$ cat src/rtl/sa_load_sequencer_pkg.sv
// Shared constants for the SA load sequencer: state encoding, default geometry,
// and the window base-address arithmetic.
package sa_load_sequencer_pkg;

  localparam int ADDR_W_DEFAULT    = 6;
  localparam int IMG_W_DEFAULT     = 8;
  localparam int OUT_W_DEFAULT     = 6;
  localparam int OUT_H_DEFAULT     = 6;
  localparam int FEAT_BASE_DEFAULT = 0;
  localparam int WCNT_W            = 12;

  localparam logic [2:0] S_IDLE  = 3'd0;
  localparam logic [2:0] S_WLOAD = 3'd1;
  localparam logic [2:0] S_FLOAD = 3'd2;
  localparam logic [2:0] S_FGAP  = 3'd3;
  localparam logic [2:0] S_FIN   = 3'd4;

  typedef enum logic [2:0] {
    ST_IDLE  = S_IDLE,
    ST_WLOAD = S_WLOAD,
    ST_FLOAD = S_FLOAD,
    ST_FGAP  = S_FGAP,
    ST_FIN   = S_FIN
  } state_e;

  // Full-width address; callers truncate, so the window wraps modulo 2^ADDR_W.
  function automatic logic [31:0] win_addr(input int base, input int pitch,
                                           input logic [WCNT_W-1:0] row,
                                           input logic [WCNT_W-1:0] col);
    return 32'(base) + 32'(row) * 32'(pitch) + 32'(col);
  endfunction

endpackage

$ cat src/rtl/sa_load_sequencer_if.sv
// Control/handshake bundle between the top-level FSM, the sequencer and the data loader.
// master = sequencer side, slave = controller/loader side.
interface sa_load_sequencer_if
  import sa_load_sequencer_pkg::*;
#(
  parameter int ADDR_W = ADDR_W_DEFAULT
);
  logic              start;
  logic              abort;
  logic              is_WL_done_i;
  logic              is_FL_done_i;
  logic              Weight_Preloader_en;
  logic              Feature_Loader_en;
  logic              mode;
  logic [ADDR_W-1:0] feature_baseaddr;
  logic              busy;
  logic              done;
  logic [WCNT_W-1:0] win_cnt;

  modport master (
    input  start, abort, is_WL_done_i, is_FL_done_i,
    output Weight_Preloader_en, Feature_Loader_en, mode, feature_baseaddr,
           busy, done, win_cnt
  );

  modport slave (
    output start, abort, is_WL_done_i, is_FL_done_i,
    input  Weight_Preloader_en, Feature_Loader_en, mode, feature_baseaddr,
           busy, done, win_cnt
  );
endinterface

$ cat src/rtl/sa_load_sequencer_addr_gen.sv
// Row/column walker over the output window grid; addr_o is the base address of
// the current (row, col) window, last_o flags the final window.
module sa_window_addr_gen
  import sa_load_sequencer_pkg::*;
#(
  parameter int ADDR_W    = ADDR_W_DEFAULT,
  parameter int IMG_W     = IMG_W_DEFAULT,
  parameter int OUT_W     = OUT_W_DEFAULT,
  parameter int OUT_H     = OUT_H_DEFAULT,
  parameter int FEAT_BASE = FEAT_BASE_DEFAULT
) (
  input  logic              clk,
  input  logic              rst,
  input  logic              clear_i,
  input  logic              advance_i,
  output logic [ADDR_W-1:0] addr_o,
  output logic              last_o
);
  logic [WCNT_W-1:0] row_q, row_d;
  logic [WCNT_W-1:0] col_q, col_d;
  logic [31:0]       addr_full;

  always_comb begin
    row_d = row_q;
    col_d = col_q;
    if (clear_i) begin
      row_d = '0;
      col_d = '0;
    end else if (advance_i) begin
      if (col_q < WCNT_W'(OUT_W - 1)) begin
        col_d = col_q + 12'd1;
      end else begin
        col_d = '0;
        row_d = row_q + 12'd1;
      end
    end
  end

  always_ff @(posedge clk) begin
    if (rst) begin
      row_q <= '0;
      col_q <= '0;
    end else begin
      row_q <= row_d;
      col_q <= col_d;
    end
  end

  assign addr_full = win_addr(FEAT_BASE, IMG_W, row_q, col_q);
  assign addr_o    = addr_full[ADDR_W-1:0];
  assign last_o    = (col_q == WCNT_W'(OUT_W - 1)) && (row_q == WCNT_W'(OUT_H - 1));

endmodule

$ cat src/rtl/sa_load_sequencer.sv
// Runs one weight preload then one feature load per output window on each start;
// all outputs registered, abort/rst return to IDLE on the next edge.
module sa_load_sequencer
  import sa_load_sequencer_pkg::*;
#(
  parameter int ADDR_W    = ADDR_W_DEFAULT,
  parameter int IMG_W     = IMG_W_DEFAULT,
  parameter int OUT_W     = OUT_W_DEFAULT,
  parameter int OUT_H     = OUT_H_DEFAULT,
  parameter int FEAT_BASE = FEAT_BASE_DEFAULT
) (
  input logic                 clk,
  input logic                 rst,
  sa_load_sequencer_if.master bus
);
  state_e            state_q, state_d;
  logic              wl_en_q, wl_en_d;
  logic              fl_en_q, fl_en_d;
  logic              mode_q, mode_d;
  logic [ADDR_W-1:0] addr_q, addr_d;
  logic              busy_q;
  logic              done_q, done_d;
  logic [WCNT_W-1:0] win_cnt_q, win_cnt_d;
  logic              addr_clr, addr_adv, addr_last;
  logic [ADDR_W-1:0] gen_addr;

  sa_window_addr_gen #(
    .ADDR_W   (ADDR_W),
    .IMG_W    (IMG_W),
    .OUT_W    (OUT_W),
    .OUT_H    (OUT_H),
    .FEAT_BASE(FEAT_BASE)
  ) u_addr_gen (
    .clk      (clk),
    .rst      (rst),
    .clear_i  (addr_clr),
    .advance_i(addr_adv),
    .addr_o   (gen_addr),
    .last_o   (addr_last)
  );

  always_comb begin
    state_d   = state_q;
    wl_en_d   = wl_en_q;
    fl_en_d   = fl_en_q;
    mode_d    = mode_q;
    addr_d    = addr_q;
    done_d    = 1'b0;
    win_cnt_d = win_cnt_q;
    addr_clr  = 1'b0;
    addr_adv  = 1'b0;
    if (bus.abort) begin
      state_d = ST_IDLE;
      wl_en_d = 1'b0;
      fl_en_d = 1'b0;
      mode_d  = 1'b0;
    end else begin
      unique case (state_q)
        ST_IDLE: if (bus.start) begin
          state_d   = ST_WLOAD;
          wl_en_d   = 1'b1;
          mode_d    = 1'b0;
          addr_clr  = 1'b1;
          win_cnt_d = '0;
        end
        ST_WLOAD: if (bus.is_WL_done_i) begin
          state_d = ST_FLOAD;
          wl_en_d = 1'b0;
          mode_d  = 1'b1;
          fl_en_d = 1'b1;
          addr_d  = ADDR_W'(FEAT_BASE);
        end
        ST_FLOAD: if (bus.is_FL_done_i) begin
          win_cnt_d = win_cnt_q + 12'd1;
          fl_en_d   = 1'b0;
          if (addr_last) begin
            state_d = ST_FIN;
            done_d  = 1'b1;
          end else begin
            // Step the walker now so the next address is ready during the gap cycle.
            state_d  = ST_FGAP;
            addr_adv = 1'b1;
          end
        end
        ST_FGAP: begin
          state_d = ST_FLOAD;
          fl_en_d = 1'b1;
          addr_d  = gen_addr;
        end
        ST_FIN: begin
          state_d = ST_IDLE;
          mode_d  = 1'b0;
        end
        default: state_d = ST_IDLE;
      endcase
    end
  end

  always_ff @(posedge clk) begin
    if (rst) begin
      state_q   <= ST_IDLE;
      wl_en_q   <= 1'b0;
      fl_en_q   <= 1'b0;
      mode_q    <= 1'b0;
      addr_q    <= '0;
      busy_q    <= 1'b0;
      done_q    <= 1'b0;
      win_cnt_q <= '0;
    end else begin
      state_q   <= state_d;
      wl_en_q   <= wl_en_d;
      fl_en_q   <= fl_en_d;
      mode_q    <= mode_d;
      addr_q    <= addr_d;
      busy_q    <= (state_d != ST_IDLE);
      done_q    <= done_d;
      win_cnt_q <= win_cnt_d;
    end
  end

  assign bus.Weight_Preloader_en = wl_en_q;
  assign bus.Feature_Loader_en   = fl_en_q;
  assign bus.mode                = mode_q;
  assign bus.feature_baseaddr    = addr_q;
  assign bus.busy                = busy_q;
  assign bus.done                = done_q;
  assign bus.win_cnt             = win_cnt_q;

endmodule

$ cat src/flat_wrapper.sv
// flat-port wrapper written by rule: the top's interface ports become plain ports
module sa_load_sequencer_flat import sa_load_sequencer_pkg::*;
#(
  parameter int ADDR_W    = ADDR_W_DEFAULT,
  parameter int IMG_W     = IMG_W_DEFAULT,
  parameter int OUT_W     = OUT_W_DEFAULT,
  parameter int OUT_H     = OUT_H_DEFAULT,
  parameter int FEAT_BASE = FEAT_BASE_DEFAULT
)
  (clk, rst, bus_start, bus_abort, bus_is_WL_done_i, bus_is_FL_done_i, bus_Weight_Preloader_en, bus_Feature_Loader_en, bus_mode, bus_feature_baseaddr, bus_busy, bus_done, bus_win_cnt);
  sa_load_sequencer_if #(.ADDR_W(ADDR_W)) bus_i ();
  input logic clk;
  input logic rst;
  input wire logic [$bits(bus_i.start)-1:0] bus_start;
  input wire logic [$bits(bus_i.abort)-1:0] bus_abort;
  input wire logic [$bits(bus_i.is_WL_done_i)-1:0] bus_is_WL_done_i;
  input wire logic [$bits(bus_i.is_FL_done_i)-1:0] bus_is_FL_done_i;
  output wire logic [$bits(bus_i.Weight_Preloader_en)-1:0] bus_Weight_Preloader_en;
  output wire logic [$bits(bus_i.Feature_Loader_en)-1:0] bus_Feature_Loader_en;
  output wire logic [$bits(bus_i.mode)-1:0] bus_mode;
  output wire logic [$bits(bus_i.feature_baseaddr)-1:0] bus_feature_baseaddr;
  output wire logic [$bits(bus_i.busy)-1:0] bus_busy;
  output wire logic [$bits(bus_i.done)-1:0] bus_done;
  output wire logic [$bits(bus_i.win_cnt)-1:0] bus_win_cnt;
  assign bus_i.start = bus_start;
  assign bus_i.abort = bus_abort;
  assign bus_i.is_WL_done_i = bus_is_WL_done_i;
  assign bus_i.is_FL_done_i = bus_is_FL_done_i;
  assign bus_Weight_Preloader_en = bus_i.Weight_Preloader_en;
  assign bus_Feature_Loader_en = bus_i.Feature_Loader_en;
  assign bus_mode = bus_i.mode;
  assign bus_feature_baseaddr = bus_i.feature_baseaddr;
  assign bus_busy = bus_i.busy;
  assign bus_done = bus_i.done;
  assign bus_win_cnt = bus_i.win_cnt;
  sa_load_sequencer #(.ADDR_W(ADDR_W), .IMG_W(IMG_W), .OUT_W(OUT_W), .OUT_H(OUT_H), .FEAT_BASE(FEAT_BASE)) u_core (.clk(clk), .rst(rst), .bus(bus_i));
endmodule
$ cat config.mk
export PLATFORM = sky130hd
export DESIGN_NAME = sa_load_sequencer_flat
export DESIGN_NICKNAME = d
export VERILOG_FILES = /design/src/rtl/sa_load_sequencer_pkg.sv /design/src/rtl/sa_load_sequencer_if.sv /design/src/rtl/sa_load_sequencer_addr_gen.sv /design/src/rtl/sa_load_sequencer.sv /design/src/flat_wrapper.sv
export SDC_FILE = /design/constraint.sdc
export NUM_CORES = 1
export LEC_CHECK = 0
export CAP_MARGIN = 20
export CORE_MARGIN = 4
export CORE_UTILIZATION = 28
export CTS_BUF_LIST = sky130_fd_sc_hd__clkbuf_2 sky130_fd_sc_hd__clkbuf_4 sky130_fd_sc_hd__clkbuf_8
export CTS_CLUSTER_SIZE = 40
export DETAILED_ROUTE_END_ITERATION = 7
export GPL_ROUTABILITY_DRIVEN = 0
export GPL_TIMING_DRIVEN = 0
export HOLD_SLACK_MARGIN = 0.03
export PLACE_DENSITY_LB_ADDON = 0.25
export SLEW_MARGIN = 20
export SYNTH_ARGS = -nofsm -noshare
export SYNTH_HDL_FRONTEND = slang
export SYNTH_SLANG_ARGS = --single-unit
$ cat constraint.sdc
create_clock -name clk -period 4 [get_ports clk]
set_input_delay 0.8 -clock clk [delete_from_list [all_inputs] [get_ports clk]]
set_output_delay 0.8 -clock clk [all_outputs]
set_load 0.01 [all_outputs]
Yosys cells after proc, flatten, opt, wreduce, memory -nomap -nowiden
Index checks and enable logic that the tools add are counted.
Operators by class
  add/subtract/negate cells: 4
  $lt $le $gt $ge: 1
  equal/unequal tests: 9
  multiplexer cells: 28
  bitwise gates (word level): 4
  reduce and logical (&&, ||, !) cells: 17
Operators with widths (count)
  adder 12 x 1 -> 12 bit (second input constant): 3
  two-way mux 12 bit: 3
  == test 12 x 3 -> 1 bit (second input constant): 2
  case mux 12 bit (2 select lines): 1
  two-way mux 3 bit: 5
  two-way mux 1 bit: 13
  less-than comparator 12 x 3 -> 1 bit (second input constant): 1
  case mux 3 bit (4 select lines): 1
  case mux 6 bit (2 select lines): 1
  AND reduction 3 bit: 4
  nonzero test 3 bit: 3
  adder 6 bit: 1
  == test 3 x 2 -> 1 bit (second input constant): 2
  two-way mux 6 bit: 1
  inequality test 2 bit (second input constant): 3
  case mux 1 bit (3 select lines): 2
  nonzero test 2 bit: 3
  inverter 1 bit: 4
  AND reduction 4 bit: 1
  OR reduction 2 bit: 2
  OR reduction 4 bit: 1
  == test 3 x 1 -> 1 bit (second input constant): 1
  == test 3 bit (second input constant): 1
  logical NOT 3 bit: 1
  other kinds (3): 3
Word-level totals
  bits in registers: 50
  word-level logic and storage cells: 73

Depth between registers and ports, before layout
  depth in word-level cells: 7
  depth in mapped cells: 9

Hierarchy
Synthesis repeated with hierarchy kept, for this count alone.
Second synthesis, totals
  cell total of the unflattened synthesis: 281
  area, all modules: 2537.4 µm²
By module, submodules not included
  sa_window_addr_gen: instances 1, cells an instance 147, area each 1293.7 µm², seq. area each 480.5 µm²
  sa_load_sequencer: instances 1, cells an instance 134, area each 1243.7 µm², seq. area each 520.5 µm²

Worst setup path before layout
No wires, ideal clock.
  kind: input to register
  start: input bus_abort
  end: register u_core.u_addr_gen.row_q[5]
  arrival time: 1.878 ns
  data required time: 3.929 ns
  path slack: 2.051 ns
  cell stages on the path: 5
  path buffers: 0
  cell sequence: nor2_1 > and3_1 > o21ai_2 > or4_1 > a21oi_1
Between the ends
  word-level cells in the longest chain between the ends: 2
  elaborated cells between the ends (all ways): 4
RTL lines
  start, declared: line flat_wrapper.sv:15  | input wire logic [$bits(bus_i.abort)-1:0] bus_abort;
  two-way mux 1 bit: line sa_load_sequencer.sv:52  | if (bus.abort) begin
  AND reduction 2 bit (no source line) / OR reduction 2 bit (equally long branches)
  end signal, assigned: line sa_load_sequencer_addr_gen.sv:44  | row_q <= row_d;
  end, declared: line sa_load_sequencer_addr_gen.sv:19  | logic [WCNT_W-1:0] row_q, row_d;
Several ways; a longest one is shown, not always the timed one.
A chain may end at the register's enable or synchronous reset.

Worst setup path after layout
  start: input bus_abort
  end: register u_core.u_addr_gen.row_q[4]
The elaborated chain is that of the path after synthesis.

==> run metrics <==
DR WL/cell=13.4 um; I/O Buffers=28; hold buffer count at CTS=0; Final Cycle Share=between 60 and 70%; Critical Path RT=4.17 ns; Yosys reg bits=50; post-CTS sizing=0; drt drc=0; # diodes=0; synthesis-to-finish area growth=21.3%; share of cells above drive strength 1=7.47%; via-per-instance ratio=5.00; normalized max-slew margin=a little under two thirds; Async S/R FF share, synth=0%; Syn Area/Cell=8.74 um2; GR Overflow Total=0; max-cap violation count=0; largest net degree at the start of global routing=19; Final Instance Count excl. Fillers=between 400 and 500; Worst Skew=0.0146 ns; most common cell after layout, fill and taps aside=dfxtp_1; critical path class=input pin to register; post-placement cell area=0.00279 mm2; synthesized net count=286; Die Wd=between 100 and 150 um; dpl hpwl=a little over 4 mm; Setup TNS Final=0 ns; DRT antenna net count=0; Cell variety after synth=51; post-route minimum period=between 2 and 3 ns; leakage=around 0.97 nW; DR pass1 iterations=4; total clock sinks=50; Cell Pwr Density=299 mW/mm2; Worst-Margin Slew=between 0.5 and 0.6 ns; peak supply drop=about 0.17 mV; root buffer cell=clkbuf_8; initial antenna violation count=0; Synth area leaders=dfxtp_1 (42%), nor2_1 (5.2%), a21oi_1 (4.4%), ha_1 (3.7%), xnor2_1 (2.9%); setup slack after layout=~1.4 ns; CTS H-tree depth=2; Initial Util=28.8%; Die Y=between 100 and 150 um; Iter 0 DRT Violations=between 100 and 150; Total GRT Usage=about an eighth; synthesized area=0.00238 mm2; RSZ-0062 raised after global routing=false; vias in the first global route=1974; commonest non-fill, non-tap cells in the layout=dfxtp_1 (50), nor2_1 (33), clkdlybuf4s50_1 (28), a21oi_1 (21), nand2_1 (14); worst path arrival time=2.76 ns; drt total wl=5.53 mm; Worst Setup Start Kind=input pin; Setup crit end kind=register; IO Pins=29; Hold WC Path Type=register to register; outcome=finished, final reports clean; TritonCTS buffer count=5; Seq/Total Area, Yosys=a little over two fifths; Crit Path Max Fanout=10; EDFF count, synth=0; Final Cell Area=0.00289 mm2; dpl cells=just over 400; Final setup viols=0; Clock transition at path regs=0.10 ns; Hold Fails Final Rpt=0; pre-CTS setup slack=1.03 ns; TritonCTS clock tree=done; Core Box Area=a little over 0.008 mm2; Synth Flop Type=dfxtp_1; Cells after Synth=roughly 270; Post-CTS Setup Inserts=0; cell row count=33; Synth area leader=dfxtp_1; post-synth top area share=between 40% and 50%; Pins Over Slew Limit=0; die area=between 0.01 and 0.015 mm2; highest clock rate=387 MHz; final hold slack=approximately 0.45 ns; YS warnings=0; final net count=approximately 320; first-pass GRT wire length=between 9 and 10 mm; maximum buffer depth of the clock tree=2; via count=roughly 2100; clock latency at the later pin of the worst-skew pair=just over 0.3 ns
-- worst max-delay path, cell delays in order --
cell and delay (ns):
clkdlybuf4s50_1 0.54, nor2_1 0.30, a31o_2 0.21, clkbuf_1 0.34, clkbuf_1 0.48, a21oi_1 0.08
-- final timing paths --
path / startpoint / to / slack [ns] / cells after the start
setup / recovery: bus_abort / u_core.u_addr_gen.row_q[4]$_SDFFE_PP0P_ / 1.41 / 6
hold reg to reg: u_core.u_addr_gen.col_q[7]$_SDFFE_PP0P_ / u_core.u_addr_gen.col_q[7]$_SDFFE_PP0P_ / 0.45 / 2
setup reg to reg: u_core.u_addr_gen.col_q[0]$_SDFFE_PP0P_ / u_core.u_addr_gen.row_q[11]$_SDFFE_PP0P_ / 1.81 / 7
hold / removal: u_core.u_addr_gen.col_q[7]$_SDFFE_PP0P_ / u_core.u_addr_gen.col_q[7]$_SDFFE_PP0P_ / 0.45 / 2
-- synthesized netlist by cell type, types with 3 or more instances --
cell type / count
a21oi_1: 21
a22oi_1: 6
a31oi_1: 3
a41oi_1: 5
and3_1: 6
buf_2: 3
clkbuf_1: 7
dfxtp_1: 50
ha_1: 7
inv_1: 9
mux2i_1: 3
nand2_1: 14
nand2b_1: 4
nand3_1: 11
nand4_1: 8
nor2_1: 33
nor3_1: 10
o21ai_0: 4
o21ai_1: 5
o31ai_1: 4
or3_1: 7
or4_1: 5
xnor2_1: 8
xor2_1: 4
-- final cells by class --
| cell class | instances | area, um2 |
|---|---|---|
| fill | 883 | 5370 |
| clock inverter | 3 | 26.3 |
| sequential | 50 | 1000 |
| timing repair buffer | 28 | 280 |
| inverter | 9 | 33.8 |
| tap | 105 | 131 |
| clock buffer | 5 | 68.8 |
| multi-input combinational | 200 | 1270 |
| buffer | 13 | 75.1 |
-- cell families (layout without fill, tap and decap cells) --
family / Yosys count / after routing / synth area share, %
muxes: 3 / 3 / 1.26
xor gates and xnor gates: 12 / 12 / 4.42
adders and majority gates: 8 / 8 / 4.52
and+or+nand+nor: 118 / 118 / 27.2
AOI/OAI and AO/OA: 59 / 59 / 15.9
buffers and inverters: 22 / 58 / 4.58
DFF: 50 / 50 / 42.1
-- stage by stage --
stage	power [mW]	utilization (%)
floorplan	0.539	-
global placement	0.560	33.8
detailed placement	0.560	33.8
CTS	0.874	34.9
global route	0.895	34.9
finish	0.864	34.9
-- registers in the layout, indices dropped and copies added, names as in the netlist --
name / cells
u_core.bus.mode: 1
u_core.bus.win_cnt: 12
u_core.u_addr_gen.row_q: 12
u_core.bus.Weight_Preloader_en: 1
u_core.bus.done: 1
u_core.u_addr_gen.col_q: 12
u_core.bus.feature_baseaddr: 6
u_core.state_q: 3
u_core.bus.busy: 1
u_core.bus.Feature_Loader_en: 1
-- layer usage --
metal	vias up	global-route usage, %	wire length [um]
li1	1058	-	-
met1	962	17.5	2840
met2	38	17.4	2440
met3	5	2.64	194
met4	0	3.11	63
met5	-	0	0
-- report_power, final --
group,total [mW],internal [mW],switching [mW]
Clock,0.316,0.129,0.187
Sequential,0.502,0.500,0.00189
Combinational,0.0455,0.0176,0.0280
Power figures use the tool's default switching activity.
